## src/rtl/fetch_queue_if.sv

```systemverilog
// rtl/fetch_queue_if.sv - fetch redirect, instruction-memory and decode handshake bundle
interface fetch_queue_if #(
    parameter int N = 64
);
    logic          branch_en;
    logic [N-1:0]  branch_target;
    logic [N-1:0]  imem_addr;
    logic [31:0]   imem_data;
    logic          instr_valid;
    logic          instr_ready;
    logic [31:0]   instr;
    logic [N-1:0]  instr_pc;

    modport master (
        input  branch_en, branch_target, imem_data, instr_ready,
        output imem_addr, instr_valid, instr, instr_pc
    );

    modport slave (
        output branch_en, branch_target, imem_data, instr_ready,
        input  imem_addr, instr_valid, instr, instr_pc
    );
endinterface

```

## src/rtl/fetch_queue.sv

```systemverilog
// rtl/fetch_queue.sv - PC generator feeding a 2-entry instruction queue; FETCH_PERF_EN adds flush_count
module fetch_queue #(
    parameter int N     = 64,
    parameter int DEPTH = 2
) (
    input  logic                clk,
    input  logic                reset,
    fetch_queue_if.master       bus
`ifdef FETCH_PERF_EN
    ,
    output logic [31:0]         flush_count
`endif
);
    localparam int PTR_W = (DEPTH > 1) ? $clog2(DEPTH) : 1;
    localparam int CNT_W = $clog2(DEPTH + 1);

    logic [N-1:0]       pc_q, pc_d;
    logic [CNT_W-1:0]   count_q, count_d;
    logic [PTR_W-1:0]   rd_ptr_q, rd_ptr_d;
    logic [PTR_W-1:0]   wr_ptr_q, wr_ptr_d;
    logic [31:0]        instr_mem_q [DEPTH];
    logic [31:0]        instr_mem_d [DEPTH];
    logic [N-1:0]       pc_mem_q    [DEPTH];
    logic [N-1:0]       pc_mem_d    [DEPTH];

    logic full;
    logic pop;
    logic push;
    logic unused_tgt_bits;

    assign unused_tgt_bits = ^bus.branch_target[1:0];

    assign full = (count_q == CNT_W'(DEPTH));
    assign pop  = (count_q != '0) && bus.instr_ready;
    assign push = !bus.branch_en && (!full || pop);

    always_comb begin
        pc_d        = pc_q;
        count_d     = count_q;
        rd_ptr_d    = rd_ptr_q;
        wr_ptr_d    = wr_ptr_q;
        instr_mem_d = instr_mem_q;
        pc_mem_d    = pc_mem_q;
        if (bus.branch_en) begin
            // Flush beats any concurrent pop; the redirect target is fetched next edge.
            pc_d     = {bus.branch_target[N-1:2], 2'b00};
            count_d  = '0;
            rd_ptr_d = '0;
            wr_ptr_d = '0;
        end else begin
            if (push) begin
                instr_mem_d[wr_ptr_q] = bus.imem_data;
                pc_mem_d[wr_ptr_q]    = pc_q;
                wr_ptr_d              = wr_ptr_q + PTR_W'(1);
                pc_d                  = pc_q + N'(4);
            end
            if (pop) begin
                rd_ptr_d = rd_ptr_q + PTR_W'(1);
            end
            count_d = count_q + CNT_W'(push) - CNT_W'(pop);
        end
    end

    always_ff @(posedge clk or negedge reset) begin
        if (!reset) begin
            pc_q     <= '0;
            count_q  <= '0;
            rd_ptr_q <= '0;
            wr_ptr_q <= '0;
            for (int i = 0; i < DEPTH; i++) begin
                instr_mem_q[i] <= '0;
                pc_mem_q[i]    <= '0;
            end
        end else begin
            pc_q        <= pc_d;
            count_q     <= count_d;
            rd_ptr_q    <= rd_ptr_d;
            wr_ptr_q    <= wr_ptr_d;
            instr_mem_q <= instr_mem_d;
            pc_mem_q    <= pc_mem_d;
        end
    end

    // Head comes straight from storage: no imem_data bypass into instr.
    assign bus.imem_addr   = pc_q;
    assign bus.instr_valid = (count_q != '0);
    assign bus.instr       = instr_mem_q[rd_ptr_q];
    assign bus.instr_pc    = pc_mem_q[rd_ptr_q];

`ifdef FETCH_PERF_EN
    logic [31:0] flush_count_q, flush_count_d;

    always_comb begin
        flush_count_d = flush_count_q;
        if (bus.branch_en && (flush_count_q != 32'hFFFF_FFFF)) begin
            flush_count_d = flush_count_q + 32'd1;
        end
    end

    always_ff @(posedge clk or negedge reset) begin
        if (!reset) begin
            flush_count_q <= '0;
        end else begin
            flush_count_q <= flush_count_d;
        end
    end

    assign flush_count = flush_count_q;
`endif
endmodule

```

## src/flat_wrapper.sv

```systemverilog
// flat-port wrapper written by rule: the top's interface ports become plain ports
module fetch_queue_flat 
#(
    parameter int N     = 64,
    parameter int DEPTH = 2
)
  (clk, reset, bus_branch_en, bus_branch_target, bus_imem_data, bus_instr_ready, bus_imem_addr, bus_instr_valid, bus_instr, bus_instr_pc);
  fetch_queue_if #(.N(N)) bus_i ();
  input  logic clk;
  input  logic reset;
  input wire logic [$bits(bus_i.branch_en)-1:0] bus_branch_en;
  input wire logic [$bits(bus_i.branch_target)-1:0] bus_branch_target;
  input wire logic [$bits(bus_i.imem_data)-1:0] bus_imem_data;
  input wire logic [$bits(bus_i.instr_ready)-1:0] bus_instr_ready;
  output wire logic [$bits(bus_i.imem_addr)-1:0] bus_imem_addr;
  output wire logic [$bits(bus_i.instr_valid)-1:0] bus_instr_valid;
  output wire logic [$bits(bus_i.instr)-1:0] bus_instr;
  output wire logic [$bits(bus_i.instr_pc)-1:0] bus_instr_pc;
  assign bus_i.branch_en = bus_branch_en;
  assign bus_i.branch_target = bus_branch_target;
  assign bus_i.imem_data = bus_imem_data;
  assign bus_i.instr_ready = bus_instr_ready;
  assign bus_imem_addr = bus_i.imem_addr;
  assign bus_instr_valid = bus_i.instr_valid;
  assign bus_instr = bus_i.instr;
  assign bus_instr_pc = bus_i.instr_pc;
  fetch_queue #(.N(N), .DEPTH(DEPTH)) u_core (.clk(clk), .reset(reset), .bus(bus_i));
endmodule
```

## config.mk

```make
export PLATFORM = sky130hd
export DESIGN_NAME = fetch_queue_flat
export DESIGN_NICKNAME = d
export VERILOG_FILES = /design/src/rtl/fetch_queue_if.sv /design/src/rtl/fetch_queue.sv /design/src/flat_wrapper.sv
export SDC_FILE = /design/constraint.sdc
export NUM_CORES = 1
export LEC_CHECK = 0
export ABC_AREA = 1
export CAP_MARGIN = 20
export CORE_UTILIZATION = 44
export CTS_BUF_LIST = sky130_fd_sc_hd__clkbuf_4 sky130_fd_sc_hd__clkbuf_8 sky130_fd_sc_hd__clkbuf_16
export DETAILED_ROUTE_END_ITERATION = 6
export PLACE_DENSITY = 0.7
export SYNTH_ARGS = -nofsm -noshare
export SYNTH_HDL_FRONTEND = slang
export SYNTH_SLANG_ARGS = --single-unit
```

## constraint.sdc

```tcl
create_clock -name clk -period 5.15 [get_ports clk]
set_clock_uncertainty 0.05 [all_clocks]
set_input_delay 1.545 -clock clk [delete_from_list [all_inputs] [get_ports clk]]
set_output_delay 1.545 -clock clk [all_outputs]
set_load 0.05 [all_outputs]
```

# After elaboration in Yosys (flattened, before gate mapping)
# Index checks and enable logic that the tools add are counted.
[op_classes]
bitwise_logic = 3
reduce_logical = 10
mux = 19
n_eq_ne = 1
addsub = 5
order_cmp = 3
[ops]
columns = ["operator", "count"]
rows = [
  ["64-bit 2-to-1 mux", 6],
  ["128-bit bitwise mux", 1],
  ["32-bit 2-to-1 mux", 4],
  ["64-bit by 3-bit adder with 64-bit output, second input constant", 1],
  ["64-bit bitwise mux", 1],
  ["64-bit demux with 1-bit select", 1],
  ["32-bit demux with 1-bit select", 1],
  ["2-bit nonzero test", 3],
  ["2-bit greater-or-equal comparator, second input constant", 2],
  ["1-bit 2-to-1 mux", 4],
  ["1-bit inverter with 2-bit output", 2],
  ["1-bit logical AND", 3],
  ["1-bit adder, second input constant", 2],
  ["2-bit by 1-bit adder with 2-bit output", 1],
  ["2-bit == test, second input constant", 1],
  ["1-bit logical NOT", 2],
  ["2-bit by 1-bit less-than comparator with 1-bit output, second input constant", 1],
  ["2-bit 2-to-1 mux", 1],
  ["2-bit AND reduction", 1],
  ["2-bit by 1-bit subtractor with 2-bit output", 1],
  ["1-bit logical OR", 1],
  ["1-bit inverter", 1],
]
[word_totals]
elab_cells = 49
output_inout_bits = 161
reg_bits = 260
inputBits = 100

# Longest topological paths before layout
[logic_depth]
ltp_word = 7
ltp_mapped = 11

# Least setup slack after synthesis
# OpenSTA, ideal clock, no wires.
[synth_timing]
path_kind = "flip-flop to output port"
from = "register u_core.rd_ptr_q"
to = "output port bus_instr_pc[45]"
path_stages_with_launch = 7
t_arrival_ps = 1513
setup_slack_ps = 2042
required_time_ps = 3555
cell_sequence = "dfrtp_1 -> clkbuf_1 -> clkinv_1 -> clkbuf_1 -> buf_1 -> nand2_1 -> nand2_1"
[synth_between]
elab_chain_cells = 4
[synth_rtl]
columns = ["element", "line_no", "source"]
rows = [
  ["start, declared", "fetch_queue.sv:19", "logic [PTR_W-1:0] rd_ptr_q, rd_ptr_d;"],
  ["start signal, assigned", "fetch_queue.sv:77", "rd_ptr_q <= rd_ptr_d;"],
  ["1-bit inverter with 2-bit output (not written as such)", "fetch_queue.sv:88", "assign bus.instr_pc = pc_mem_q[rd_ptr_q];"],
  ["64-bit 2-to-1 mux (not written as such) (3 in a row)", "fetch_queue.sv:88", ""],
  ["end, declared", "flat_wrapper.sv:18", "output wire logic [$bits(bus_i.instr_pc)-1:0] bus_instr_pc;"],
]
# Every way passes these cells. The select of a mux whose other input is x is not followed.

# Final worst setup path
[layout_timing]
from = "register u_core.rd_ptr_q"
to = "output port bus_instr_pc[22]"
# Same word-level chain as after synthesis.

==> summary.txt <==
Yosys warning count = 0
sequential share of the synthesized area = 48.85%
initial drt markers = 915
origin of the critical flop-to-flop path = u_core.count_q[1]
worst path required time = 3.56 ns
clock power share = 21.6%
top cells by area, synth = dfrtp_1 49%, nand2_1 22%, o21ai_1 6.1%
Least-Margin Pin Slew = 0.9138 ns
IO Pins = 261
Final TNS setup = 0 ns
Filler Cells Inserted = 2742
kind of cell adding the most delay to the critical path = buffers and inverters
CP endpoint = bus_instr_pc[22]
kind of critical path = register to primary output
area grow syn2layout = 28.12%
critical path endpoint category = primary output
Worst R2R Path Depth = 9
CP arrival = 2.79 ns
post-cts resize count = 0
CTS H-tree lvls = 1
hold path depth = 2
number of flops mapped to enable cells by yosys = 0
vias in the first global route = 11500
Max FO, Critical Path = 51
storage element area = 6360 µm²
vias per inst = 5.167
LEAKAGE = 7.840 nW
Tot GR Track Use = 26.29%
sequential power share = 33.1%
Sw Ratio = 44.50%
GR Overflow Total = 0
Worst VDD drop = 0.2750 mV
DRC Markers = 0
RSZ-0062 raised after global routing = false
critical path startpoint category = register
CTS Buf Count = 28
highest-count cells in the layout ignoring fill and taps = 769 x nand2_1, 253 x dfrtp_1, 252 x clkdlybuf4s50_1
PortBufs = 254
CTS max path bufs = 3
setup bufs post-CTS = 0
Buf/Inv on CP = 3
Post-Syn Area = 13010 µm²
crit path cell chain = clkinv_2 -> buf_12 -> nand2_1 -> nand2_1 -> clkdlybuf4s50_1
Yosys top cell by area = dfrtp_1
max incr delay on CP = 0.81 ns
layout cells sized above 1 = 4.922%
Row Count = 62
Clock Pin Slew Worst Setup and Hold Paths = 0.06 ns
Slew Viols, Final = 0
Final Hold Viols = 0
Routed WL = 39780 µm
hold buffers post-CTS = 0
synth unique cells = 44
combinational power share = 45.3%
die area = 30270 µm²
GPL Wtd Cong = 0.9124
CTS tree = yes
Initial Util = 44.97%
FMAX = 0.2278 GHz
Worst setup startpoint = u_core.rd_ptr_q
Post-Syn Instances = 1750
Pint = 5.252 mW
Yosys top cell area share = 48.85%
area of the multi-input gates = 5618 µm²
chip width = 174.0 µm
final cell count without fillers = 2376
placed insts = 2324
FFs w/ async S/R, synth = 100.0%
worst-skew pair later-pin latency = 0.56 ns
max cap viols = 0
largest net degree at the start of global routing = 102
initial antenna violation count = 1
r2r setup slk = 2.41 ns
Avg Cell Area, Syn = 7.436 µm²
critical path depth = 5
Slowest-stage cell, CP = clkdlybuf4s50_1
Sink Count = 254
cell mode on critical path = nand2_1
status = finished clean
leading cell type in the layout, fill and taps excluded = nand2_1
Setup Viol. Count Final = 0
via count = 12280
DR pass1 iterations = 5
FF-to-FF End = u_core.pc_mem_q[16]
Die Y = 174.0 µm
top_reg_cell synth = dfrtp_1
wire per inst = 16.74 µm
total net switching power = 4.211 mW
register bit total from synthesis = 254
Root Buffer = clkbuf_16
final net count = 2073
first-pass GRT wire length = 62890 µm
max_slew headroom = 39.01%
Final ANT Viol Nets = 0
Tmin final = 4.389 ns
core box area = 28940 µm²
HP Class = register to register
Pwr per Cell Area = 567.6 nW/µm²
period utilisation layout = 85.22%
DP Wirelength = 28150 µm
-- cell usage after synthesis, drive strengths merged (2+ instances only) --
library cell,instances
o21bai,2
o21ai,227
nand2,777
ha,3
nand3,61
xor2,24
nand3b,3
o211ai,11
a21oi,3
nor2,123
nor3,4
a21boi,2
buf,54
dfrtp,254
inv,137
nand4,15
o221ai,9
clkbuf,29
-- registers in the layout, summed over array words and instances, names as in the netlist --
name	cells
u_core.pc_mem_q	124
u_core.instr_mem_q	64
u_core.bus.imem_addr	62
u_core.count_q	2
u_core.rd_ptr_q	1
u_core.wr_ptr_q	1
-- cell type report --
type / count / area share, %
Antenna cell: 1 / 0.01501
Clock buffer: 38 / 4.916
Clock inverter: 13 / 0.7955
Inverter: 138 / 3.129
Multi-Input combinational cell: 1278 / 33.70
Sequential cell: 254 / 38.15
Tap cell: 384 / 2.882
Timing Repair Buffer: 270 / 16.42
-- layer usage --
layer / global-route usage [%] / wire (µm) / vias to the layer above
met3: 3.215 / 2411 / 60
met4: 7.858 / 1044 / 0
li1: - / - / 5947
met5: 0 / 0 / -
met1: 37.68 / 17840 / 5850
met2: 41.73 / 18480 / 419
-- how the worst min path moves through the flow --
stage | from | to | slack (ns)
2_1_floorplan | u_core.instr_mem_q[32] | u_core.instr_mem_q[32] | 0.40
3_3_place_gp | u_core.instr_mem_q[63] | u_core.instr_mem_q[63] | 0.42
3_5_place_dp | u_core.pc_mem_q[11] | u_core.pc_mem_q[11] | 0.42
4_1_cts | u_core.pc_mem_q[11] | u_core.pc_mem_q[11] | 0.44
5_1_grt | u_core.pc_mem_q[123] | u_core.pc_mem_q[123] | 0.45
6_report | u_core.instr_mem_q[38] | u_core.instr_mem_q[38] | 0.43
-- power groups by stage --
| stage | registers (mW) | clock network (mW) | logic (mW) |
|---|---|---|---|
| after CTS | 3.13 | 2.07 | 4.32 |
| final | 3.13 | 2.04 | 4.29 |
| after detailed placement | 3.15 | 0 | 4.31 |
| after global placement | 3.13 | 0 | 4.26 |
| after floorplan | 3.30 | 0 | 2.72 |
| after global routing | 3.22 | 2.14 | 4.62 |
-- stage by stage --
stage	setup slack, ns	power, mW	util, %	hold WS, ns	area (µm²)
3_5_place_dp	0.7920	7.460	54.32	0.4249	15720
6_report	0.7611	9.462	57.62	0.4340	16670
2_1_floorplan	2.042	6.027	-	0.4034	13020
5_1_grt	0.6201	9.974	57.62	0.4517	16670
3_3_place_gp	0.8226	7.385	54.32	0.4160	15720
4_1_cts	0.7485	9.518	57.61	0.4398	16670
-- cells by family (layout without fill, tap and decap cells) --
logic type	after synthesis	count (layout)	synth area share (%)
xor+xnor	25	25	1.683
fa+ha+maj	3	3	0.2885
buf+inv	221	459	8.067
flops	254	254	48.85
other cells	1	5	0.02882
simple gates	988	988	30.52
compound gates	258	258	10.57
-- worst reg2reg max path, delay by kind of cell (launching register included) --
kind	cells	cell delay, ns
AO/OA/AOI/OAI	1	0.08
buffers and inverters	4	1.22
flip-flops	1	0.41
AND/OR/NAND/NOR	4	0.86
(Power assumes the default switching activity.)
